<file path="config.mk">
export PLATFORM = sky130hd
export DESIGN_NAME = adc_uart_poller_flat
export DESIGN_NICKNAME = d
export VERILOG_FILES = /design/src/rtl/adc_uart_poller_pkg.sv /design/src/rtl/adc_uart_poller_if.sv /design/src/rtl/adc_uart_poller_rx_byte.sv /design/src/rtl/adc_uart_poller.sv /design/src/flat_wrapper.sv
export SDC_FILE = /design/constraint.sdc
export NUM_CORES = 1
export LEC_CHECK = 0
export BUFFER_PORTS_ARGS = -buffer_cell sky130_fd_sc_hd__buf_2
export CAP_MARGIN = 20
export CORE_UTILIZATION = 45
export DETAILED_ROUTE_END_ITERATION = 6
export PLACE_DENSITY = 0.67
export SYNTH_ARGS = -nofsm -noshare
export SYNTH_HDL_FRONTEND = slang
export SYNTH_SLANG_ARGS = --single-unit
</file>
<file path="constraint.sdc">
create_clock -name clk12MHz -period 2.3 [get_ports clk12MHz]
set_clock_uncertainty 0.15 [all_clocks]
set_input_delay 0.23 -clock clk12MHz [delete_from_list [all_inputs] [get_ports clk12MHz]]
set_output_delay 0.23 -clock clk12MHz [all_outputs]
set_load 0.01 [all_outputs]
</file>
<file path="src/rtl/adc_uart_poller_pkg.sv">
// Shared types and helpers for the ADC UART poller: FSM state encodings,
// baud divisor computation and the default command byte.
package adc_uart_poller_pkg;

  typedef enum logic [2:0] {StIdle, StSend, StRxHi, StRxLo, StStore, StGap} state_e;

  typedef enum logic [1:0] {RxIdle, RxStart, RxData, RxStop} rx_state_e;

  localparam logic [7:0] DefaultCmdBase = 8'hA1;

  function automatic int unsigned calc_div(input int unsigned clk_hz, input int unsigned baud);
    return clk_hz / baud;
  endfunction

endpackage

</file>
<file path="src/rtl/adc_uart_poller_if.sv">
// Board-side bundle of the ADC poller: UART pins, enable and per-channel results.
// The poller drives through master; user logic / the board observe through slave.
interface adc_uart_poller_if #(
    parameter int unsigned NUM_CH = 4
);
    logic                   enable;
    logic                   rx;
    logic                   tx;
    logic [16*NUM_CH-1:0]   ch_data;
    logic [NUM_CH-1:0]      ch_valid;
    logic                   ch_update;
    logic [2:0]             ch_index;
    logic                   busy;
    logic [7:0]             err_count;

    modport master (
        input  enable, rx,
        output tx, ch_data, ch_valid, ch_update, ch_index, busy, err_count
    );

    modport slave (
        output enable, rx,
        input  tx, ch_data, ch_valid, ch_update, ch_index, busy, err_count
    );
endinterface

</file>
<file path="src/rtl/adc_uart_poller_rx_byte.sv">
// 8N1 byte receiver: 2-FF synchroniser, start-bit revalidation at half a bit,
// mid-bit data sampling; one-cycle done / frame_err pulses.
module adc_uart_poller_rx_byte
    import adc_uart_poller_pkg::*;
#(
    parameter int unsigned DIV = 48
) (
    input  logic       clk12MHz,
    input  logic       rst,
    input  logic       rx,
    output logic [7:0] data,
    output logic       done,
    output logic       frame_err
);
    localparam logic [15:0] HalfM1 = 16'(DIV / 2 - 1);
    localparam logic [15:0] DivM1  = 16'(DIV - 1);

    logic      rx_meta_q, rx_sync_q, rx_prev_q;
    rx_state_e state_q, state_d;
    logic [15:0] cnt_q, cnt_d;
    logic [2:0]  bit_q, bit_d;
    logic [7:0]  shreg_q, shreg_d;
    logic        done_q, done_d, ferr_q, ferr_d;

    always_ff @(posedge clk12MHz) begin
        if (rst) begin
            rx_meta_q <= 1'b1;
            rx_sync_q <= 1'b1;
            rx_prev_q <= 1'b1;
            state_q   <= RxIdle;
            cnt_q     <= '0;
            bit_q     <= '0;
            shreg_q   <= '0;
            done_q    <= 1'b0;
            ferr_q    <= 1'b0;
        end else begin
            rx_meta_q <= rx;
            rx_sync_q <= rx_meta_q;
            rx_prev_q <= rx_sync_q;
            state_q   <= state_d;
            cnt_q     <= cnt_d;
            bit_q     <= bit_d;
            shreg_q   <= shreg_d;
            done_q    <= done_d;
            ferr_q    <= ferr_d;
        end
    end

    always_comb begin
        state_d = state_q;
        cnt_d   = cnt_q;
        bit_d   = bit_q;
        shreg_d = shreg_q;
        done_d  = 1'b0;
        ferr_d  = 1'b0;
        unique case (state_q)
            RxIdle: begin
                if (rx_prev_q && !rx_sync_q) begin
                    state_d = RxStart;
                    cnt_d   = HalfM1;
                end
            end
            RxStart: begin
                if (cnt_q != '0) begin
                    cnt_d = cnt_q - 16'd1;
                end else if (rx_sync_q) begin
                    state_d = RxIdle;  // start too short: glitch
                end else begin
                    state_d = RxData;
                    cnt_d   = DivM1;
                    bit_d   = '0;
                end
            end
            RxData: begin
                if (cnt_q != '0) begin
                    cnt_d = cnt_q - 16'd1;
                end else begin
                    shreg_d = {rx_sync_q, shreg_q[7:1]};
                    cnt_d   = DivM1;
                    bit_d   = bit_q + 3'd1;
                    if (bit_q == 3'd7) state_d = RxStop;
                end
            end
            RxStop: begin
                if (cnt_q != '0) begin
                    cnt_d = cnt_q - 16'd1;
                end else begin
                    state_d = RxIdle;
                    done_d  = rx_sync_q;
                    ferr_d  = !rx_sync_q;
                end
            end
            default: state_d = RxIdle;
        endcase
    end

    assign data      = shreg_q;
    assign done      = done_q;
    assign frame_err = ferr_q;
endmodule

</file>
<file path="src/rtl/adc_uart_poller.sv">
// Round-robin ADC poller: sends CMD_BASE+k over UART, collects a two-byte result
// per channel, keeps per-channel data/valid and a saturating error count.
module adc_uart_poller
    import adc_uart_poller_pkg::*;
#(
    parameter int unsigned CLK_HZ      = 12_000_000,
    parameter int unsigned BAUD        = 250_000,
    parameter int unsigned NUM_CH      = 4,
    parameter logic [7:0]  CMD_BASE    = DefaultCmdBase,
    parameter int unsigned TIMEOUT_CYC = 24_000,
    parameter int unsigned GAP_CYC     = 1_200
) (
    input logic               clk12MHz,
    input logic               rst,
    adc_uart_poller_if.master bus
);
    localparam int unsigned     DIV    = calc_div(CLK_HZ, BAUD);
    localparam int unsigned     ToW    = $clog2(TIMEOUT_CYC + 1);
    localparam logic [15:0]     DivM1  = 16'(DIV - 1);
    localparam logic [15:0]     GapM1  = 16'(GAP_CYC - 1);
    localparam logic [ToW-1:0]  ToLast = ToW'(TIMEOUT_CYC - 1);
    localparam logic [2:0]      LastCh = 3'(NUM_CH - 1);

    state_e               state_q, state_d;
    logic                 tx_q, tx_d;
    logic [8:0]           frame_q, frame_d;
    logic [3:0]           bits_q, bits_d;
    logic [15:0]          cnt_q, cnt_d;
    logic [ToW-1:0]       to_q, to_d;
    logic [7:0]           hi_q, hi_d;
    logic [16*NUM_CH-1:0] data_q, data_d;
    logic [NUM_CH-1:0]    valid_q, valid_d;
    logic [2:0]           idx_q, idx_d, next_idx, send_idx;
    logic [7:0]           err_q, err_d;
    logic                 err_evt, start_send, timed_out;
    logic [7:0]           rx_data;
    logic                 rx_done, rx_ferr;

    adc_uart_poller_rx_byte #(.DIV(DIV)) u_rx (
        .clk12MHz  (clk12MHz),
        .rst       (rst),
        .rx        (bus.rx),
        .data      (rx_data),
        .done      (rx_done),
        .frame_err (rx_ferr)
    );

    always_ff @(posedge clk12MHz) begin
        if (rst) begin
            state_q <= StIdle;
            tx_q    <= 1'b1;
            frame_q <= '1;
            bits_q  <= '0;
            cnt_q   <= '0;
            to_q    <= '0;
            hi_q    <= '0;
            data_q  <= '0;
            valid_q <= '0;
            idx_q   <= '0;
            err_q   <= '0;
        end else begin
            state_q <= state_d;
            tx_q    <= tx_d;
            frame_q <= frame_d;
            bits_q  <= bits_d;
            cnt_q   <= cnt_d;
            to_q    <= to_d;
            hi_q    <= hi_d;
            data_q  <= data_d;
            valid_q <= valid_d;
            idx_q   <= idx_d;
            err_q   <= err_d;
        end
    end

    always_comb begin
        state_d    = state_q;
        tx_d       = tx_q;
        frame_d    = frame_q;
        bits_d     = bits_q;
        cnt_d      = cnt_q;
        to_d       = to_q;
        hi_d       = hi_q;
        data_d     = data_q;
        valid_d    = valid_q;
        idx_d      = idx_q;
        err_d      = err_q;
        err_evt    = 1'b0;
        start_send = 1'b0;
        send_idx   = idx_q;
        next_idx   = (idx_q == LastCh) ? 3'd0 : idx_q + 3'd1;
        timed_out  = (to_q == ToLast);
        unique case (state_q)
            StIdle: start_send = bus.enable;
            StSend: begin
                if (cnt_q != '0) begin
                    cnt_d = cnt_q - 16'd1;
                end else begin
                    cnt_d = DivM1;
                    if (bits_q == '0) begin
                        state_d = StRxHi;
                        to_d    = '0;
                    end else begin
                        tx_d    = frame_q[0];
                        frame_d = {1'b1, frame_q[8:1]};
                        bits_d  = bits_q - 4'd1;
                    end
                end
            end
            StRxHi, StRxLo: begin
                to_d = to_q + 1'b1;
                if (rx_done) begin
                    if (state_q == StRxHi) begin
                        hi_d    = rx_data;
                        state_d = StRxLo;
                    end else begin
                        for (int k = 0; k < int'(NUM_CH); k++) begin
                            if (idx_q == 3'(k)) begin
                                data_d[16*k +: 16] = {hi_q, rx_data};
                                valid_d[k]         = 1'b1;
                            end
                        end
                        state_d = StStore;
                    end
                end else if (rx_ferr || timed_out) begin
                    err_evt = 1'b1;
                    state_d = StGap;
                    cnt_d   = GapM1;
                end
            end
            StStore: begin
                state_d = StGap;
                cnt_d   = GapM1;
            end
            StGap: begin
                if (cnt_q != '0) begin
                    cnt_d = cnt_q - 16'd1;
                end else begin
                    idx_d      = next_idx;
                    send_idx   = next_idx;
                    start_send = bus.enable;
                    if (!bus.enable) state_d = StIdle;
                end
            end
            default: state_d = StIdle;
        endcase

        if (start_send) begin
            state_d = StSend;
            tx_d    = 1'b0;
            frame_d = {1'b1, CMD_BASE + {5'd0, send_idx}};
            bits_d  = 4'd9;
            cnt_d   = DivM1;
        end
        if (err_evt && err_q != 8'hFF) err_d = err_q + 8'd1;
    end

    assign bus.tx        = tx_q;
    assign bus.ch_data   = data_q;
    assign bus.ch_valid  = valid_q;
    assign bus.ch_update = (state_q == StStore);
    assign bus.ch_index  = idx_q;
    assign bus.busy      = (state_q != StIdle);
    assign bus.err_count = err_q;
endmodule

</file>
<file path="src/flat_wrapper.sv">
// flat-port wrapper written by rule: the top's interface ports become plain ports
module adc_uart_poller_flat import adc_uart_poller_pkg::*;
#(
    parameter int unsigned CLK_HZ      = 12_000_000,
    parameter int unsigned BAUD        = 250_000,
    parameter int unsigned NUM_CH      = 4,
    parameter logic [7:0]  CMD_BASE    = DefaultCmdBase,
    parameter int unsigned TIMEOUT_CYC = 24_000,
    parameter int unsigned GAP_CYC     = 1_200
)
  (clk12MHz, rst, bus_enable, bus_rx, bus_tx, bus_ch_data, bus_ch_valid, bus_ch_update, bus_ch_index, bus_busy, bus_err_count);
  adc_uart_poller_if #(.NUM_CH(NUM_CH)) bus_i ();
  input logic clk12MHz;
  input logic rst;
  input wire logic [$bits(bus_i.enable)-1:0] bus_enable;
  input wire logic [$bits(bus_i.rx)-1:0] bus_rx;
  output wire logic [$bits(bus_i.tx)-1:0] bus_tx;
  output wire logic [$bits(bus_i.ch_data)-1:0] bus_ch_data;
  output wire logic [$bits(bus_i.ch_valid)-1:0] bus_ch_valid;
  output wire logic [$bits(bus_i.ch_update)-1:0] bus_ch_update;
  output wire logic [$bits(bus_i.ch_index)-1:0] bus_ch_index;
  output wire logic [$bits(bus_i.busy)-1:0] bus_busy;
  output wire logic [$bits(bus_i.err_count)-1:0] bus_err_count;
  assign bus_i.enable = bus_enable;
  assign bus_i.rx = bus_rx;
  assign bus_tx = bus_i.tx;
  assign bus_ch_data = bus_i.ch_data;
  assign bus_ch_valid = bus_i.ch_valid;
  assign bus_ch_update = bus_i.ch_update;
  assign bus_ch_index = bus_i.ch_index;
  assign bus_busy = bus_i.busy;
  assign bus_err_count = bus_i.err_count;
  adc_uart_poller #(.CLK_HZ(CLK_HZ), .BAUD(BAUD), .NUM_CH(NUM_CH), .CMD_BASE(CMD_BASE), .TIMEOUT_CYC(TIMEOUT_CYC), .GAP_CYC(GAP_CYC)) u_core (.clk12MHz(clk12MHz), .rst(rst), .bus(bus_i));
endmodule
</file>
==> results of run 1 <==
==> per-stage QoR <==
stage	setup WS (ns)	instance area, sq um
finish	-0.03428	9692
global route	-0.1187	9692
CTS	-0.02735	9236
detailed placement	-0.1566	8532
global placement	-0.1007	8532
floorplan	-0.04986	7295
==> power groups by stage <==
stage | Sequential [mW] | Combinational, mW | Clock [mW]
2_1_floorplan | 3.26 | 1.38 | 0
3_3_place_gp | 3.24 | 2.24 | 0
3_5_place_dp | 3.24 | 2.27 | 0
4_1_cts | 3.19 | 2.41 | 2.87
5_1_grt | 3.23 | 3.17 | 3.01
6_report | 3.22 | 2.92 | 2.85
==> layout by cell type, fill, tap and decap left out, drive strengths merged, types with 9 or more instances in the layout <==
cell type / Yosys / layout
nand2: 202 / 202
buf: 4 / 196
dfxtp: 167 / 167
a21oi: 112 / 112
nor2: 85 / 85
inv: 20 / 27
nor3: 23 / 23
nand3: 22 / 22
o21ai: 20 / 20
xor2: 19 / 19
ha: 19 / 19
clkbuf: 37 / 18
or3: 13 / 13
nand4: 10 / 10
and2: 9 / 9
xnor2: 9 / 9
nand2b: 9 / 9
nor4: 9 / 9
==> worst paths after layout <==
path	start	endpoint	cells past startpoint
setup / recovery	u_core.cnt_q[1]	u_core.frame_q[1]	10
hold reg to reg	u_core.u_rx.rx_meta_q	u_core.u_rx.rx_sync_q	1
hold / removal	rst	u_core.cnt_q[0]	2
setup reg to reg	u_core.cnt_q[1]	u_core.frame_q[1]	10
==> repair_timing <==
item	in CTS	in global routing
endpoints found under the setup margin	32	118
cloned	0	2
setup buffers	4	15
hold buffers	1	0
endpoints found under the hold margin	1	0
gates resized for setup	23	79
pin swaps	10	32
==> kinds of logic after synthesis <==
logic type	after synthesis	synth area share
buffers and inverters	61	0.03225
adders and majority gates	19	0.03276
muxes	5	0.007243
xor gates and xnor gates	28	0.03380
AOI/OAI and AO/OA	192	0.1595
and+or+nand+nor	426	0.2737
DFF	167	0.4608
==> flip-flops by register name, summed over array words and instances, names as in the netlist, 4 cells and up, named ones only <==
| signal | count |
|---|---|
| u_core.bus.err_count | 8 |
| u_core.to_q | 15 |
| u_core.u_rx.data | 8 |
| u_core.u_rx.cnt_q | 16 |
| u_core.hi_q | 8 |
| u_core.bus.ch_data | 64 |
| u_core.bits_q | 4 |
| u_core.frame_q | 7 |
| u_core.cnt_q | 16 |
| u_core.bus.ch_valid | 4 |
==> worst max-delay path, stage by stage, from the launching register on <==
cell and delay, ns:
dfxtp_2 0.33, inv_2 0.08, ha_4 0.14, nor4b_4 0.21
nand4_1 0.20, nor2_2 0.19, mux2_4 0.33, inv_2 0.07
ha_4 0.19, a221oi_2 0.24, o21ai_1 0.08
==> cell type report <==
type | instances | area [sq um] | area share
multi-input cells | 671 | 4076 | 0.4206
flip-flops and latches | 167 | 3356 | 0.3462
repair buffers | 197 | 1325 | 0.1367
clock buffers | 18 | 429.2 | 0.04428
well taps | 216 | 270.3 | 0.02789
clock inverters | 14 | 160.2 | 0.01652
inverters | 20 | 75.07 | 0.007746
==> routing by layer <==
metal	global-route usage	part of all wire	vias to the layer above
met5	0	0	-
met4	0.08651	0.022	0
met3	0.04865	0.045	36
met2	0.3762	0.48	166
met1	0.2982	0.45	3229
li1	-	-	3449
==> results.cfg, run 1 <==
[run_status]
status = complete, but fails checks
violations = negative setup slack

[cts]
clock_sinks = 167
clk_latency_ns = 0.43
clk_path_buf_depth = 2
path_clk_slew_ns = 0.07
cts_tree = done
root_buffer = clkbuf_16
htree_levels = 4
cts_buffers = 17

[power]
sw_frac_of_total = 0.3291
internal_power_mw = 6.027
power_density_nw_per_um2 = 926.8
power_switching_mw = 2.956
seq_power_share = 0.358
p_clk_frac = 0.317
combPwrFrac = 0.325
ir_drop_uv = 569.8
power.total_mw = 8.982
p_leak_nw = 3.968

[grt]
grt_max_degree = 102
grt_overflow = 0
grt_pass1_vias = 6238
grt_pass1_wl_mm = 30.28
antenna_found_initial = 0
globalRouteTotalUtil = 0.2300

[final_layout]
fin_cells = 1303
syn_to_final_growth_pct = 33.57
drive_above_1_share = 0.2898
fin_util = 0.6123
fillers = 1398
nets = 1097
antennaDiodeCount = 0

[floorplanning]
pin_count = 86
start_util = 0.4584
die_h_um = 129.0
dieArea_sq_um = 16640
core.rowCount = 46
core_area_sq_um = 15830
die_w_um = 129.0

[drt]
routed_wl_mm = 19.20
wl_per_cell_um = 14.74
drt_iter0_markers = 452
via_per_inst = 5.280
ant_nets = 0
vias = 6880
drt-pass1-iter-count = 5
drc = 0

[place]
place_congestion = 0.8899
dp_hpwl_mm = 12.67
port_buffers = 85
place_inst = 1249

[worst_setup_path]
crit_required_ns = 2.47
timing_worst_setup_path_type = register to register
crit_path_start_kind = register
reg2reg_slack_ns = -0.03
worstPathMaxFanout = 2
arrival_ns = 2.50
cp-end-kind = register

[synth]
synthDominantCellAreaShare = 0.4608
yosysWarningCount = 0
ys_async_sr_fraction = 0
synth.area.top_cells = dfxtp_1, nand2_1, a21oi_1
synth_flop_cell = dfxtp_1
ys_seq_area_frac = 0.4608
synth.ff_latch_count = 167
synth_edf_count = 0
syn-num-nets = 921
yosys.area.top_type = dfxtp_1
ys_top_cells_by_count = nand2_1, dfxtp_1, a21oi_1
syn_area_sq_um = 7256
netlist_instances = 898
synth.distinct_cells = 65
synth.most_common_cell = nand2_1
avgSynthCellArea_sq_um = 8.080

[timing]
slew_viol_final = 0
fin_crit_sh = 1.015
worst_hold_slack_ns = 0.05889
rsz0062_at_grt = yes
setup_ws_ns = -0.03428
fin_setup_tns_ns = -0.03428
worst_slew_pin_slew_ns = 0.6184
post-route-min-period_ns = 2.334
setup_viol = 1
hold_viol_final = 0
max-slew-margin-rel = 0.5869
max_freq_ghz = 0.4284

[min_path]
hold_class = input port to register

[run]
cap_violations = 0
No activity file was read; power rests on OpenSTA's default activity.
==> run 2: changes to the inputs <==
CORE_ASPECT_RATIO = 1.25   (was default)
==> run 2 against run 1 <==
Net effect: the flow still finishes with violations (negative setup slack); global-route usage rose by 0.67 points; sequential share of layout area rose by 0.92 points; flip-flop and latch count did not move; hold slack got worse by 0.020 ns; die area barely moved; utilization fell by 1.2 points; register-to-register slack barely moved; fmax barely moved.
==> results.cfg, run 2 (same netlist as run 1, synthesis figures left out) <==
[place]
dp_slack_ns = -0.1047
place_congestion = 0.8708
place_inst = 1245
port_buffers = 85
dp_hpwl_mm = 13.27

[final_layout]
syn_to_final_growth_pct = 29.94
drive_above_1_share = 0.2605
final_cell_mix = nand2_1, dfxtp_1, a21oi_1, buf_4, buf_2
fillers = 1433
nets = 1081
fin_cells = 1283
largest_reg_flops = 64
antennaDiodeCount = 0
final_common_cell = nand2_1

[grt]
grt_max_degree = 56
grt_pass1_vias = 6291
antenna_found_initial = 0
grt_pass1_wl_mm = 30.93
grt_overflow = 0
globalRouteTotalUtil = 0.2367

[worst_setup_path]
timing.rr.start = u_core.cnt_q[0]
cp-startpoint = u_core.cnt_q[0]
worstPathMaxFanout = 4
crit-reg2reg-capture = u_core.cnt_q[14]
cp-end-kind = register
reg2reg_depth = 8
crit_required_ns = 2.47
timing_worst_setup_path_type = register to register
arrival_ns = 2.51
crit_path_start_kind = register
reg2reg_slack_ns = -0.03

[timing]
max-slew-margin-rel = 0.5963
fin_setup_tns_ns = -0.09530
setup_ws_ns = -0.03500
fin_crit_sh = 1.015
max_freq_ghz = 0.4283
setup_viol = 6
rsz0062_at_grt = yes
hold_viol_final = 0
slew_viol_final = 0
worst_hold_slack_ns = 0.03881
worst_slew_pin_slew_ns = 0.6055
post-route-min-period_ns = 2.335

[min_path]
hp-start = rst
min_to = u_core.bus.err_count[1]
hold_class = input port to register
worstHoldPathCells = 2

[drt]
drc = 0
wl_per_cell_um = 14.96
via_per_inst = 5.270
ant_nets = 0
topRoutingLayerUsed = met4
wl_met1_mm = 8.276
drt_iter0_markers = 458
wl_met2_mm = 9.767
drt-pass1-iter-count = 6
routed_wl_mm = 19.20
vias = 6762
route.met3.wl_um = 860

[cts]
root_buffer = clkbuf_16
cts_buffers = 17
htree_levels = 4
path_clk_slew_ns = 0.07
clk_path_buf_depth = 2
clk_latency_ns = 0.43
cts_tree = done
clock_sinks = 167

[floorplanning]
pin_count = 86
die_h_um = 144.0
start_util = 0.4622
dieArea_sq_um = 16640
core.rowCount = 51
die_w_um = 115.6
core_area_sq_um = 15700

[power]
ir_drop_uv = 526.9
power.total_mw = 8.699
p_leak_nw = 3.864
power_density_nw_per_um2 = 922.7

[run_status]
status = complete, but fails checks
violations = negative setup slack

[run]
cap_violations = 0
## run 2: worst max path at each step
stage	end	slack [ns]
detailed placement	u_core.frame_q[1]	-0.10
CTS	u_core.bus.ch_data[19]	-0.03
global placement	u_core.cnt_q[14]	-0.009
global route	u_core.cnt_q[14]	-0.12
finish	u_core.cnt_q[14]	-0.03
floorplan	u_core.frame_q[1]	-0.05
## run 2: what timing repair did
item,in CTS,in global routing
cloned,1,0
setup buffers,2,2
pin swaps,6,7
resized for setup,20,34
hold buffers,1,0
endpoints found under the hold margin,1,0
endpoints found under the setup margin,41,96
## run 2: through the flow
stage,utilization,area (sq um)
2_1_floorplan,-,7295
3_3_place_gp,0.5440,8539
3_5_place_dp,0.5440,8539
4_1_cts,0.5901,9264
5_1_grt,0.6006,9428
6_report,0.6006,9428
## run 2: layout make-up
class                           instances  area, sq um  share of cell area
Inverter                               20        77.57            0.008228
Clock buffer                           18        439.2             0.04658
Tap cell                              212        265.3             0.02814
Sequential cell                       167         3351              0.3554
Multi-Input combinational cell        671         3933              0.4171
Clock inverter                         14        178.9             0.01898
Timing Repair Buffer                  181         1184              0.1255
## run 2: worst max-delay path, stage by stage, from the launching register on
cell and delay, ns:
dfxtp_2 0.32, inv_2 0.08, buf_4 0.13, ha_4 0.13
or3b_4 0.37, or3_4 0.36, or3_4 0.34, a22o_1 0.19
a21o_1 0.17
## run 2: metal layers
metal,vias to the layer above,track usage
li1,3414,-
met4,0,0.09296
met3,22,0.05146
met1,3162,0.2844
met2,164,0.4078
met5,-,0
## run 2: power by group
part / internal (mW) / switching (mW)
clock: 1.59 / 1.33
combinational: 1.22 / 1.34
sequential: 3.06 / 0.152
